### config.mk
export PLATFORM = sky130hd
export DESIGN_NAME = seg7_display_sched
export DESIGN_NICKNAME = d
export VERILOG_FILES = /design/src/rtl/seg7_display_sched_pkg.sv /design/src/rtl/seg7_rr_pick.sv /design/src/rtl/seg7_display_sched.sv
export SDC_FILE = /design/constraint.sdc
export NUM_CORES = 1
export LEC_CHECK = 0
export ABC_CLOCK_PERIOD_IN_PS = 4140
export BUFFER_PORTS_ARGS = -buffer_cell sky130_fd_sc_hd__buf_2
export CAP_MARGIN = 40
export CELL_PAD_IN_SITES_DETAIL_PLACEMENT = 1
export CELL_PAD_IN_SITES_GLOBAL_PLACEMENT = 2
export CORE_MARGIN = 5
export CORE_UTILIZATION = 29
export DETAILED_ROUTE_END_ITERATION = 12
export PLACE_DENSITY_LB_ADDON = 0.1
export SLEW_MARGIN = 20
export SYNTH_ARGS = -nofsm -noshare
export SYNTH_HDL_FRONTEND = slang
export SYNTH_SLANG_ARGS = --single-unit
### constraint.sdc
create_clock -name CLK -period 4.14 [get_ports CLK]
set_clock_uncertainty 0.05 [all_clocks]
set_input_delay 0.828 -clock CLK [delete_from_list [all_inputs] [get_ports CLK]]
set_output_delay 0.828 -clock CLK [all_outputs]
set_load 0.01 [all_outputs]
### src/rtl/seg7_display_sched_pkg.sv
// ---------------------------------------------------------------------------
// seg7_display_sched_pkg
// Shared definitions for the 7-segment display scheduler:
//   - number of sources and source index width
//   - scheduler state encoding
//   - symbolic indices of the SoC status sources
//   - src_add: modulo-NSRC addition of two source indices
// ---------------------------------------------------------------------------
package seg7_display_sched_pkg;

   localparam int unsigned NSRC  = 4;
   localparam int unsigned SRC_W = 2;

   typedef enum logic [1:0] {
      ST_IDLE    = 2'd0,
      ST_SHOW    = 2'd1,
      ST_PREEMPT = 2'd2,
      ST_HOLD    = 2'd3
   } state_e;

   localparam logic [SRC_W-1:0] SRC_MTIME = 2'd0;
   localparam logic [SRC_W-1:0] SRC_PC    = 2'd1;
   localparam logic [SRC_W-1:0] SRC_IR    = 2'd2;
   localparam logic [SRC_W-1:0] SRC_CSUM  = 2'd3;

   // Source indices wrap naturally because NSRC equals 2**SRC_W.
   function automatic logic [SRC_W-1:0] src_add(input logic [SRC_W-1:0] a,
                                                input logic [SRC_W-1:0] b);
      return a + b;
   endfunction

endpackage

### src/rtl/seg7_rr_pick.sv
// ---------------------------------------------------------------------------
// seg7_rr_pick
// Combinational cyclic search for the first requesting source.
//   req_i       : per-source request levels
//   start_i     : index the search is anchored on
//   inclusive_i : 1 = start_i itself is the first candidate,
//                 0 = start at start_i+1; start_i is then the last candidate
//   found_o     : at least one request bit set
//   idx_o       : index of the first requester in search order
// ---------------------------------------------------------------------------
module seg7_rr_pick
   import seg7_display_sched_pkg::*;
(
   input  logic [NSRC-1:0]  req_i,
   input  logic [SRC_W-1:0] start_i,
   input  logic             inclusive_i,
   output logic             found_o,
   output logic [SRC_W-1:0] idx_o
);

   logic [SRC_W-1:0] first_s;
   logic [NSRC-1:0]  rot_s;
   logic [SRC_W-1:0] off_s;

   assign first_s = inclusive_i ? start_i : src_add(start_i, 2'd1);

   // Rotate the request vector so that bit 0 is the first candidate.
   always_comb begin
      rot_s = 4'b0000;
      for (int k = 0; k < NSRC; k++) begin
         rot_s[k] = req_i[src_add(first_s, 2'(k))];
      end
   end

   // Priority-encode the rotated vector; lowest set bit wins.
   always_comb begin
      found_o = 1'b1;
      off_s   = 2'd0;
      casez (rot_s)
         4'b???1: off_s = 2'd0;
         4'b??10: off_s = 2'd1;
         4'b?100: off_s = 2'd2;
         4'b1000: off_s = 2'd3;
         default: found_o = 1'b0;
      endcase
   end

   assign idx_o = src_add(first_s, off_s);

endmodule

### src/rtl/seg7_display_sched.sv
// ---------------------------------------------------------------------------
// seg7_display_sched
// Time-shares the 8-digit 7-segment display between NSRC 32-bit sources.
// Requesting sources are rotated with a programmable dwell time, one
// priority source can pre-empt the rotation, and a manual lock can pin the
// display onto any source.
//   CLK, RST      : clock, synchronous active-high reset
//   i_req         : per-source "wants display" level
//   i_data        : source k on bits [32k+31:32k]
//   i_next        : one-cycle pulse, advance the rotation now
//   i_sel_valid   : manual lock request onto i_sel
//   i_sel         : source to lock onto
//   i_sel_release : leave the manual lock
//   o_data        : registered live word of the shown source (0 when blank)
//   o_src         : index of the shown source
//   o_blank       : nothing to show
//   o_switch      : one-cycle pulse when a new source becomes visible
//   o_hold        : manual lock active
// ---------------------------------------------------------------------------
module seg7_display_sched
   import seg7_display_sched_pkg::*;
#(
   parameter int unsigned DWELL   = 64000000,
   parameter int unsigned PRI_SRC = 0
)
(
   input  logic                 CLK,
   input  logic                 RST,
   input  logic [NSRC-1:0]      i_req,
   input  logic [32*NSRC-1:0]   i_data,
   input  logic                 i_next,
   input  logic                 i_sel_valid,
   input  logic [SRC_W-1:0]     i_sel,
   input  logic                 i_sel_release,
   output logic [31:0]          o_data,
   output logic [SRC_W-1:0]     o_src,
   output logic                 o_blank,
   output logic                 o_switch,
   output logic                 o_hold
);

   localparam int unsigned      DW_W       = (DWELL > 1) ? $clog2(DWELL) : 1;
   localparam logic [DW_W-1:0]  DWELL_LAST = DW_W'(DWELL - 1);
   localparam logic [SRC_W-1:0] PRI_IDX    = SRC_W'(PRI_SRC);

   state_e           state_q,     state_d;
   logic [SRC_W-1:0] rr_ptr_q,    rr_ptr_d;
   logic [SRC_W-1:0] saved_ptr_q, saved_ptr_d;
   logic [DW_W-1:0]  dwell_cnt_q, dwell_cnt_d;
   logic [SRC_W-1:0] src_q,       src_d;
   logic             blank_q,     blank_d;
   logic             hold_q,      hold_d;
   logic             switch_q,    switch_d;
   logic [31:0]      data_q,      data_d;

   logic [31:0]      data_arr_s [NSRC];
   logic [SRC_W-1:0] pick_start_s;
   logic             pick_incl_s;
   logic             pick_found_s;
   logic [SRC_W-1:0] pick_idx_s;
   logic             pre_ok_s;

   for (genvar g = 0; g < NSRC; g++) begin : g_data
      assign data_arr_s[g] = i_data[32*g +: 32];
   end

   // Anchor of the shared search: rotation/drop searches after the shown
   // source, resume searches after the saved pointer, and IDLE-style
   // evaluation (also used on lock release) searches from rr_ptr inclusive.
   always_comb begin
      pick_start_s = rr_ptr_q;
      pick_incl_s  = 1'b1;
      case (state_q)
         ST_SHOW: begin
            pick_start_s = src_q;
            pick_incl_s  = 1'b0;
         end
         ST_PREEMPT: begin
            pick_start_s = saved_ptr_q;
            pick_incl_s  = 1'b0;
         end
         default: begin
            pick_start_s = rr_ptr_q;
            pick_incl_s  = 1'b1;
         end
      endcase
   end

   seg7_rr_pick u_pick (
      .req_i       (i_req),
      .start_i     (pick_start_s),
      .inclusive_i (pick_incl_s),
      .found_o     (pick_found_s),
      .idx_o       (pick_idx_s)
   );

   // Pre-emption is only meaningful when the priority source is not
   // already the visible one.
   assign pre_ok_s = i_req[PRI_IDX] && (blank_q || (src_q != PRI_IDX));

   // Next-state evaluation in event priority order.
   always_comb begin
      state_d     = state_q;
      rr_ptr_d    = rr_ptr_q;
      saved_ptr_d = saved_ptr_q;
      dwell_cnt_d = dwell_cnt_q;
      src_d       = src_q;
      blank_d     = blank_q;
      hold_d      = 1'b0;

      if (i_sel_valid) begin
         // Lock taken or moved; a simultaneous release is ignored.
         state_d     = ST_HOLD;
         src_d       = i_sel;
         blank_d     = 1'b0;
         hold_d      = 1'b1;
         dwell_cnt_d = DW_W'(0);
      end else if ((state_q == ST_HOLD) && !i_sel_release) begin
         hold_d = 1'b1;
      end else if ((state_q != ST_PREEMPT) && pre_ok_s) begin
         state_d     = ST_PREEMPT;
         saved_ptr_d = rr_ptr_q;
         src_d       = PRI_IDX;
         blank_d     = 1'b0;
         dwell_cnt_d = DW_W'(0);
      end else if (state_q == ST_PREEMPT) begin
         if (!i_req[PRI_IDX]) begin
            dwell_cnt_d = DW_W'(0);
            if (pick_found_s) begin
               state_d  = ST_SHOW;
               src_d    = pick_idx_s;
               rr_ptr_d = pick_idx_s;
               blank_d  = 1'b0;
            end else begin
               state_d = ST_IDLE;
               blank_d = 1'b1;
            end
         end else begin
            state_d = ST_PREEMPT;
         end
      end else if (state_q == ST_SHOW) begin
         if (!i_req[src_q]) begin
            dwell_cnt_d = DW_W'(0);
            if (pick_found_s) begin
               src_d    = pick_idx_s;
               rr_ptr_d = pick_idx_s;
            end else begin
               state_d = ST_IDLE;
               blank_d = 1'b1;
            end
         end else if ((dwell_cnt_q == DWELL_LAST) || i_next) begin
            // The current source is still requesting, so the search always
            // finds something; it returns src_q when it is the only one.
            dwell_cnt_d = DW_W'(0);
            src_d       = pick_idx_s;
            rr_ptr_d    = pick_idx_s;
         end else begin
            dwell_cnt_d = dwell_cnt_q + DW_W'(1);
         end
      end else begin
         // IDLE, or lock release re-evaluated as from IDLE.
         dwell_cnt_d = DW_W'(0);
         if (pick_found_s) begin
            state_d  = ST_SHOW;
            src_d    = pick_idx_s;
            rr_ptr_d = pick_idx_s;
            blank_d  = 1'b0;
         end else begin
            state_d = ST_IDLE;
            blank_d = 1'b1;
         end
      end
   end

   // Output word and switch pulse follow from the next visible source.
   always_comb begin
      switch_d = !blank_d && (blank_q || (src_d != src_q));
      if (blank_d) begin
         data_d = 32'h0000_0000;
      end else begin
         data_d = data_arr_s[src_d];
      end
   end

   // State and output registers with synchronous reset.
   always_ff @(posedge CLK) begin
      if (RST) begin
         state_q     <= ST_IDLE;
         rr_ptr_q    <= 2'd0;
         saved_ptr_q <= 2'd0;
         dwell_cnt_q <= DW_W'(0);
         src_q       <= 2'd0;
         blank_q     <= 1'b1;
         hold_q      <= 1'b0;
         switch_q    <= 1'b0;
         data_q      <= 32'h0000_0000;
      end else begin
         state_q     <= state_d;
         rr_ptr_q    <= rr_ptr_d;
         saved_ptr_q <= saved_ptr_d;
         dwell_cnt_q <= dwell_cnt_d;
         src_q       <= src_d;
         blank_q     <= blank_d;
         hold_q      <= hold_d;
         switch_q    <= switch_d;
         data_q      <= data_d;
      end
   end

   assign o_data   = data_q;
   assign o_src    = src_q;
   assign o_blank  = blank_q;
   assign o_switch = switch_q;
   assign o_hold   = hold_q;

endmodule

# After elaboration in Yosys (flattened, before gate mapping)
# Index checks and enable logic that the tools add are counted.
# word_totals
register_bits	69
input_bits	139
out_inout_bits	37
word_cells	116
# op_classes
add_sub_neg	6
n_lt_le_gt_ge	6
n_eq_ne	15
n_mux	58
bitwise_logic	4
reduce_logical	18
# op_table
cell	n
2-to-1 mux 26 bit	6
binary-select mux 32 bit (select 2 bit)	1
2-to-1 mux 32 bit	2
2-to-1 mux 2 bit	24
adder 26 x 1 -> 26 bit, second input constant	1
== test 26 bit, second input constant	1
2-to-1 mux 1 bit	18
less-than comparator 2 x 3 -> 1 bit, second input constant	5
binary-select mux 1 bit (select 2 bit)	5
inequality test 5 bit, second input constant	2
== test 2 bit, second input constant	3
inequality test 2 bit, second input constant	3
case mux 2 bit (3 select lines)	1
AND reduction 3 bit	2
OR reduction 2 bit	3
AND reduction 5 bit	1
adder 2 x 1 -> 2 bit, second input constant	2
adder 2 bit, second input constant	2
== test 4 bit, second input constant	1
logical AND 1 bit	4
inequality test 4 x 3 -> 1 bit, second input constant	1
case mux 2 bit (2 select lines)	1
OR reduction 4 bit	1
== test 3 bit, second input constant	1
11 further kinds	16

# Depth between registers and ports, before layout
# depth
word_depth	21
mapped_depth	21
ltp_nobuf	19

# Modules after synthesis
# Synthesis repeated with hierarchy kept, for this count alone.
# unflattened
cells_unflattened	509
hier_area_um2	4456.8
# by_module_without_submodules
mod	instances	cells_per_inst	area_each_um2	seq_area_each_um2
seg7_display_sched	1	472	4182.8	1381.3
seg7_rr_pick	1	37	274.0	0.0

# Least setup slack after synthesis
# Ideal clock, no wire load.
# synth_path
kind	flip-flop to flip-flop
startpoint	register state_q[1]
endpoint	register data_q[17] (netlist: o_data[17])
setup_ps	146
t_arrival_ps	3414
required_time_ps	3944
setup_slack_ps	530
path_stages_with_launch	20
n_path_buf	2
synth_period_minus_slack_ps	3610
cell_sequence	dfxtp_1 -> inv_1 -> ha_1 -> a21boi_1 -> mux2_4 -> a221o_1 -> nand2_2 -> nand2_1 -> a21oi_1 -> nor2_1 -> a21oi_1 -> a21oi_1 -> ha_1 -> and3_1 -> nor3_2 -> buf_6 -> buf_6 -> mux2_4 -> a211oi_2 -> a211oi_2
# synth_between
elab_chain_cells	21
word_cells_on_any_way	51
cone_classes	add/sub: 5; eq/ne: 7; mux: 33; bitwise: 1; reduce/logical: 5
# synth_lines
element	line_no	text
start, declared	seg7_display_sched.sv:46	state_e state_q, state_d;
start signal, assigned	seg7_display_sched.sv:198	state_q <= state_d;
== test 2 bit / == test 2 x 1 -> 1 bit (equally long branches)	seg7_display_sched.sv:73, seg7_display_sched.sv:126, seg7_display_sched.sv:141	
case mux 2 bit (2 select lines)	seg7_display_sched.sv:73	case (state_q)
adder 2 x 1 -> 2 bit	seg7_display_sched_pkg.sv:29	return a + b;
2-to-1 mux 2 bit	seg7_rr_pick.sv:25	assign first_s = inclusive_i ? start_i : src_add(start_i, 2'd1);
adder 2 x 1 -> 2 bit / adder 2 bit (equally long branches)	seg7_display_sched_pkg.sv:29	
binary-select mux 1 bit (select 2 bit)	seg7_rr_pick.sv:31	rot_s[k] = req_i[src_add(first_s, 2'(k))];
2-to-1 mux 1 bit (not written as such)	seg7_rr_pick.sv:31	
== test 4 bit, or another cell as far along	seg7_rr_pick.sv:39	casez (rot_s)
(+4 left out)	n/a	
2-to-1 mux 2 bit	seg7_display_sched.sv:141	end else if (state_q == ST_SHOW) begin
2-to-1 mux 2 bit	seg7_display_sched.sv:126	end else if (state_q == ST_PREEMPT) begin
2-to-1 mux 2 bit	seg7_display_sched.sv:120	end else if ((state_q != ST_PREEMPT) && pre_ok_s) begin
2-to-1 mux 2 bit	seg7_display_sched.sv:118	end else if ((state_q == ST_HOLD) && !i_sel_release) begin
2-to-1 mux 2 bit	seg7_display_sched.sv:111	if (i_sel_valid) begin
NOT 2 -> 3 bit (not written as such)	seg7_display_sched.sv:181	data_d = data_arr_s[src_d];
binary-select mux 32 bit (select 2 bit)	seg7_display_sched.sv:181	
2-to-1 mux 32 bit (not written as such) (2 in a row)	seg7_display_sched.sv:181	
end signal, assigned	seg7_display_sched.sv:206	data_q <= data_d;
end, declared	seg7_display_sched.sv:54	logic [31:0] data_q, data_d;
# Parallel ways exist; a longest one is shown, timed or not. The select of a mux whose other input is x is not followed.
# A chain may end at the register's enable or synchronous reset.

# Final worst setup path
# layout_path
startpoint	register state_q[1]
endpoint	register data_q[14] (netlist: o_data[14])
# Same word-level chain as after synthesis.

==> flow_metrics.tcl <==
set metrics [dict create \
    capturing_element_type_of_the_critical_path "flop" \
    layout_min_cycle_time_ns 3.87 \
    grt_start_max_net_pins 52 \
    num_vias 4431 \
    path_common_cell "sky130_fd_sc_hd__a21oi_1" \
    crit_path_max_incr_delay_ns 0.38 \
    holdCritStartpoint "dwell_cnt_q[8]$_SDFFE_PP0P_" \
    cp_data_arrival_time_ns 4.03 \
    gp_congestion 0.812 \
    cp-start-kind "flop" \
    cts.path.max_buffers 2 \
    via_count_of_the_first_global_routing_pass 4769 \
    initial_core_util_pct 29.5 \
    maxSlewViolCount 0 \
    timing_worst_setup_path_type "flop to flop" \
    sequential_area_share_after_synthesis_pct 29.6 \
    postCtsHoldBufs 0 \
    grt.overflow.total 0 \
    slew_headroom_pct 47.6 \
    die_area_um2 18800 \
    port_buffers 175 \
    path_cells "inv_1 -> ha_1 -> a21oi_1 -> mux2_4 -> a221o_1 -> nand2_2 -> nand2_1 -> a21oi_1 -> nor2_1 -> a21oi_1 -> a21oi_1 -> ha_1 -> and3_1 -> nor3_4 -> buf_4 -> buf_6 -> mux2_2 -> a211oi_1 -> a211oi_2" \
    critical_path_peak_fanout 13 \
    post-place-ws_ns 0.161 \
    synth.cell_area_um2 4670 \
    critical_path.slowest_cell "sky130_fd_sc_hd__a221o_1" \
    mostFrequentLayoutCell "sky130_fd_sc_hd__buf_2" \
    deepest_level_of_the_cts_h_tree 3 \
    proportion_of_layout_cells_with_a_drive_suffix_above_1_pct 45.8 \
    syn-num-nets 630 \
    synth_top_flop_cell "sky130_fd_sc_hd__dfxtp_1" \
    ys_warn_count 0 \
    pwr_density_cell_nw_per_um2 523 \
    synthArstFlopShare_pct 0 \
    post_drt_via_cell_ratio 5.03 \
    rows 46 \
    p_total_w 0.00324 \
    wl_final_um 16000 \
    synth-edff-count 0 \
    num-fill-cells 1883 \
    worst-slew-pin-transition_ns 0.779 \
    p_leak_nw 2.60 \
    clk_latency_ns 0.34 \
    most-common-layout-cells "sky130_fd_sc_hd__buf_2, sky130_fd_sc_hd__dfxtp_1, sky130_fd_sc_hd__nor2_1, sky130_fd_sc_hd__a211oi_2, sky130_fd_sc_hd__mux2i_1" \
    clk_pin_slew_ns 0.06 \
    place_inst 857 \
    timing.critical_path.from "state_q[1]$_SDFFE_PP0P_" \
    post_synth.cell_area_avg_um2 9.64 \
    run_status "finished, final reports clean" \
    die_w_um 137 \
    drt_drc_violations_left 0 \
    grt_first_pass_wirelength_um 24500 \
    finalCritPeriodShare_pct 93.4 \
    die_h_um 137 \
    timing.rr.start "state_q[1]$_SDFFE_PP0P_" \
    postLayoutSetupSlackWorst_ns 0.275 \
    antenna_found_initial 0 \
    clock.fmax_mhz 259 \
    dp_hpwl_um 12100 \
    tritoncts_num_sinks 69 \
    synth_seq_cells 69 \
    synth_top_cell_by_area "sky130_fd_sc_hd__dfxtp_1" \
    yosys.area.top_type_share_pct 29.6 \
    holdWs_ns 0.450 \
    area.growth.synth_to_final_pct 32.4 \
    final-instance-count-excl-fill 881 \
    synthCells 485 \
    tritoncts "built" \
    netlist_top_cells_area "sky130_fd_sc_hd__dfxtp_1, sky130_fd_sc_hd__a211oi_2, sky130_fd_sc_hd__mux2i_1" \
    post_drt_wl_per_cell_um 18.2 \
    detail_route.first_pass.iterations 4 \
    placeableCoreArea_um2 15800 \
    peakVddDrop_mv 0.218 \
    postRouteAntennaNets 0 \
    layout.nets 802 \
    cts-root-buf "sky130_fd_sc_hd__clkbuf_16" \
    finalHoldViolCount 0 \
    report.final.setup_viol 0 \
    hp-class "flop to flop" \
    groute.usage.overall_pct 16.5 \
    synth.lib_cells_used.distinct 66 \
    placed_instance_area_um2 5770 \
    drtIter0Drc 170 \
    cts-buffers-inserted 9 \
    num_io_pins 176 \
    final_design_area_no_fill_um2 6190 \
    maxCapViolations 0 \
    required_ns 4.31 \
]
-- per-stage QoR --
step / setup TNS [ns] / util [%]
6_report: 0 / 39.1
4_1_cts: 0 / 38.6
5_1_grt: -0.00501 / 39.1
3_5_place_dp: 0 / 36.4
3_3_place_gp: 0 / 36.4
2_1_floorplan: 0 / -
-- repair_timing --
action,4_1_cts,5_1_grt
gates resized for setup,0,4
buffers inserted,0,2
setup endpoints to repair,0,26
-- cell families after synthesis --
logic type / synth area share, %
adder cells (fa/ha/maj): 1.61
XOR/XNOR: 4.50
flip-flops: 29.6
AO/OA/AOI/OAI: 24.7
AND/OR/NAND/NOR: 15.8
multiplexers: 17.5
buffers and inverters: 6.37
-- per-layer routing --
| metal | wire [um] | vias to the layer above | part of all wire (%) | global-route usage [%] |
|---|---|---|---|---|
| met2 | 8260 | 115 | 52 | 29.3 |
| met3 | 912 | 24 | 5.7 | 4.52 |
| met1 | 6470 | 2120 | 40 | 18.9 |
| met4 | 383 | 0 | 2.4 | 5.93 |
| li1 | - | 2172 | - | - |
| met5 | 0 | - | 0 | 0 |
-- path summary, 6_finish.rpt --
check                           slack [ns]  depth (start not counted)                          end
worst max-delay path                  0.27                         19        o_data[14]$_SDFF_PP0_
worst min-delay path                  0.45                          2  dwell_cnt_q[8]$_SDFFE_PP0P_
worst max register to register        0.27                         19        o_data[14]$_SDFF_PP0_
worst min register to register        0.45                          2  dwell_cnt_q[8]$_SDFFE_PP0P_
-- sequential cells by signal, indices dropped and copies added (netlist names) --
signal,count
state_q,2
dwell_cnt_q,26
o_blank,1
o_hold,1
saved_ptr_q,2
o_data,32
o_switch,1
rr_ptr_q,2
o_src,2
-- synth_stat cells (2+ instances only) --
| cell | count |
|---|---|
| sky130_fd_sc_hd__and2_1 | 2 |
| sky130_fd_sc_hd__a21oi_1 | 13 |
| sky130_fd_sc_hd__dfxtp_1 | 69 |
| sky130_fd_sc_hd__nor4_1 | 3 |
| sky130_fd_sc_hd__mux2_2 | 18 |
| sky130_fd_sc_hd__nor2b_1 | 7 |
| sky130_fd_sc_hd__a31o_2 | 2 |
| sky130_fd_sc_hd__clkbuf_1 | 9 |
| sky130_fd_sc_hd__and4_1 | 4 |
| sky130_fd_sc_hd__xnor2_1 | 10 |
| sky130_fd_sc_hd__xor2_1 | 14 |
| sky130_fd_sc_hd__nand2_1 | 20 |
| sky130_fd_sc_hd__and3_1 | 10 |
| sky130_fd_sc_hd__mux2i_1 | 35 |
| sky130_fd_sc_hd__a211oi_2 | 44 |
| sky130_fd_sc_hd__o211ai_1 | 3 |
| sky130_fd_sc_hd__mux2_1 | 5 |
| sky130_fd_sc_hd__ha_1 | 6 |
| sky130_fd_sc_hd__o22ai_1 | 3 |
| sky130_fd_sc_hd__nor2_1 | 49 |
| sky130_fd_sc_hd__buf_8 | 3 |
| sky130_fd_sc_hd__o31ai_1 | 5 |
| sky130_fd_sc_hd__nor3_2 | 2 |
| sky130_fd_sc_hd__o21ai_1 | 2 |
| sky130_fd_sc_hd__nor3_1 | 14 |
| sky130_fd_sc_hd__inv_1 | 12 |
| sky130_fd_sc_hd__nand3_1 | 12 |
| sky130_fd_sc_hd__mux2_4 | 11 |
| sky130_fd_sc_hd__a211oi_1 | 23 |
| sky130_fd_sc_hd__o21ai_0 | 6 |
| sky130_fd_sc_hd__buf_2 | 10 |
| sky130_fd_sc_hd__a22oi_1 | 2 |
| sky130_fd_sc_hd__buf_6 | 10 |
| sky130_fd_sc_hd__nand4_1 | 7 |
| sky130_fd_sc_hd__nand2b_1 | 3 |
| sky130_fd_sc_hd__a31oi_1 | 7 |
-- critical path, delay by kind of cell (launching register included) --
kind	cells	cell delay (ns)
buf+inv	3	0.46
fa+ha+maj	2	0.60
mux	2	0.64
simple gates	5	0.50
compound gates	7	1.16
flops	1	0.33
-- area by class of cell --
cell class | count | area, um2 | area share [%]
multi-input combinational | 370 | 3020 | 48.8
sequential | 69 | 1380 | 22.3
timing repair buffer | 194 | 1110 | 17.9
tap | 216 | 270 | 4.37
clock buffer | 10 | 239 | 3.86
clock inverter | 6 | 110 | 1.78
inverter | 13 | 48.8 | 0.788
antenna | 3 | 7.51 | 0.121
-- report_power, final --
group          internal [W]  switching, W
Clock              0.000604      0.000306
Sequential         0.000766     0.0000432
Combinational      0.000679      0.000838
Note: power is estimated with default switching activity, not from simulation.
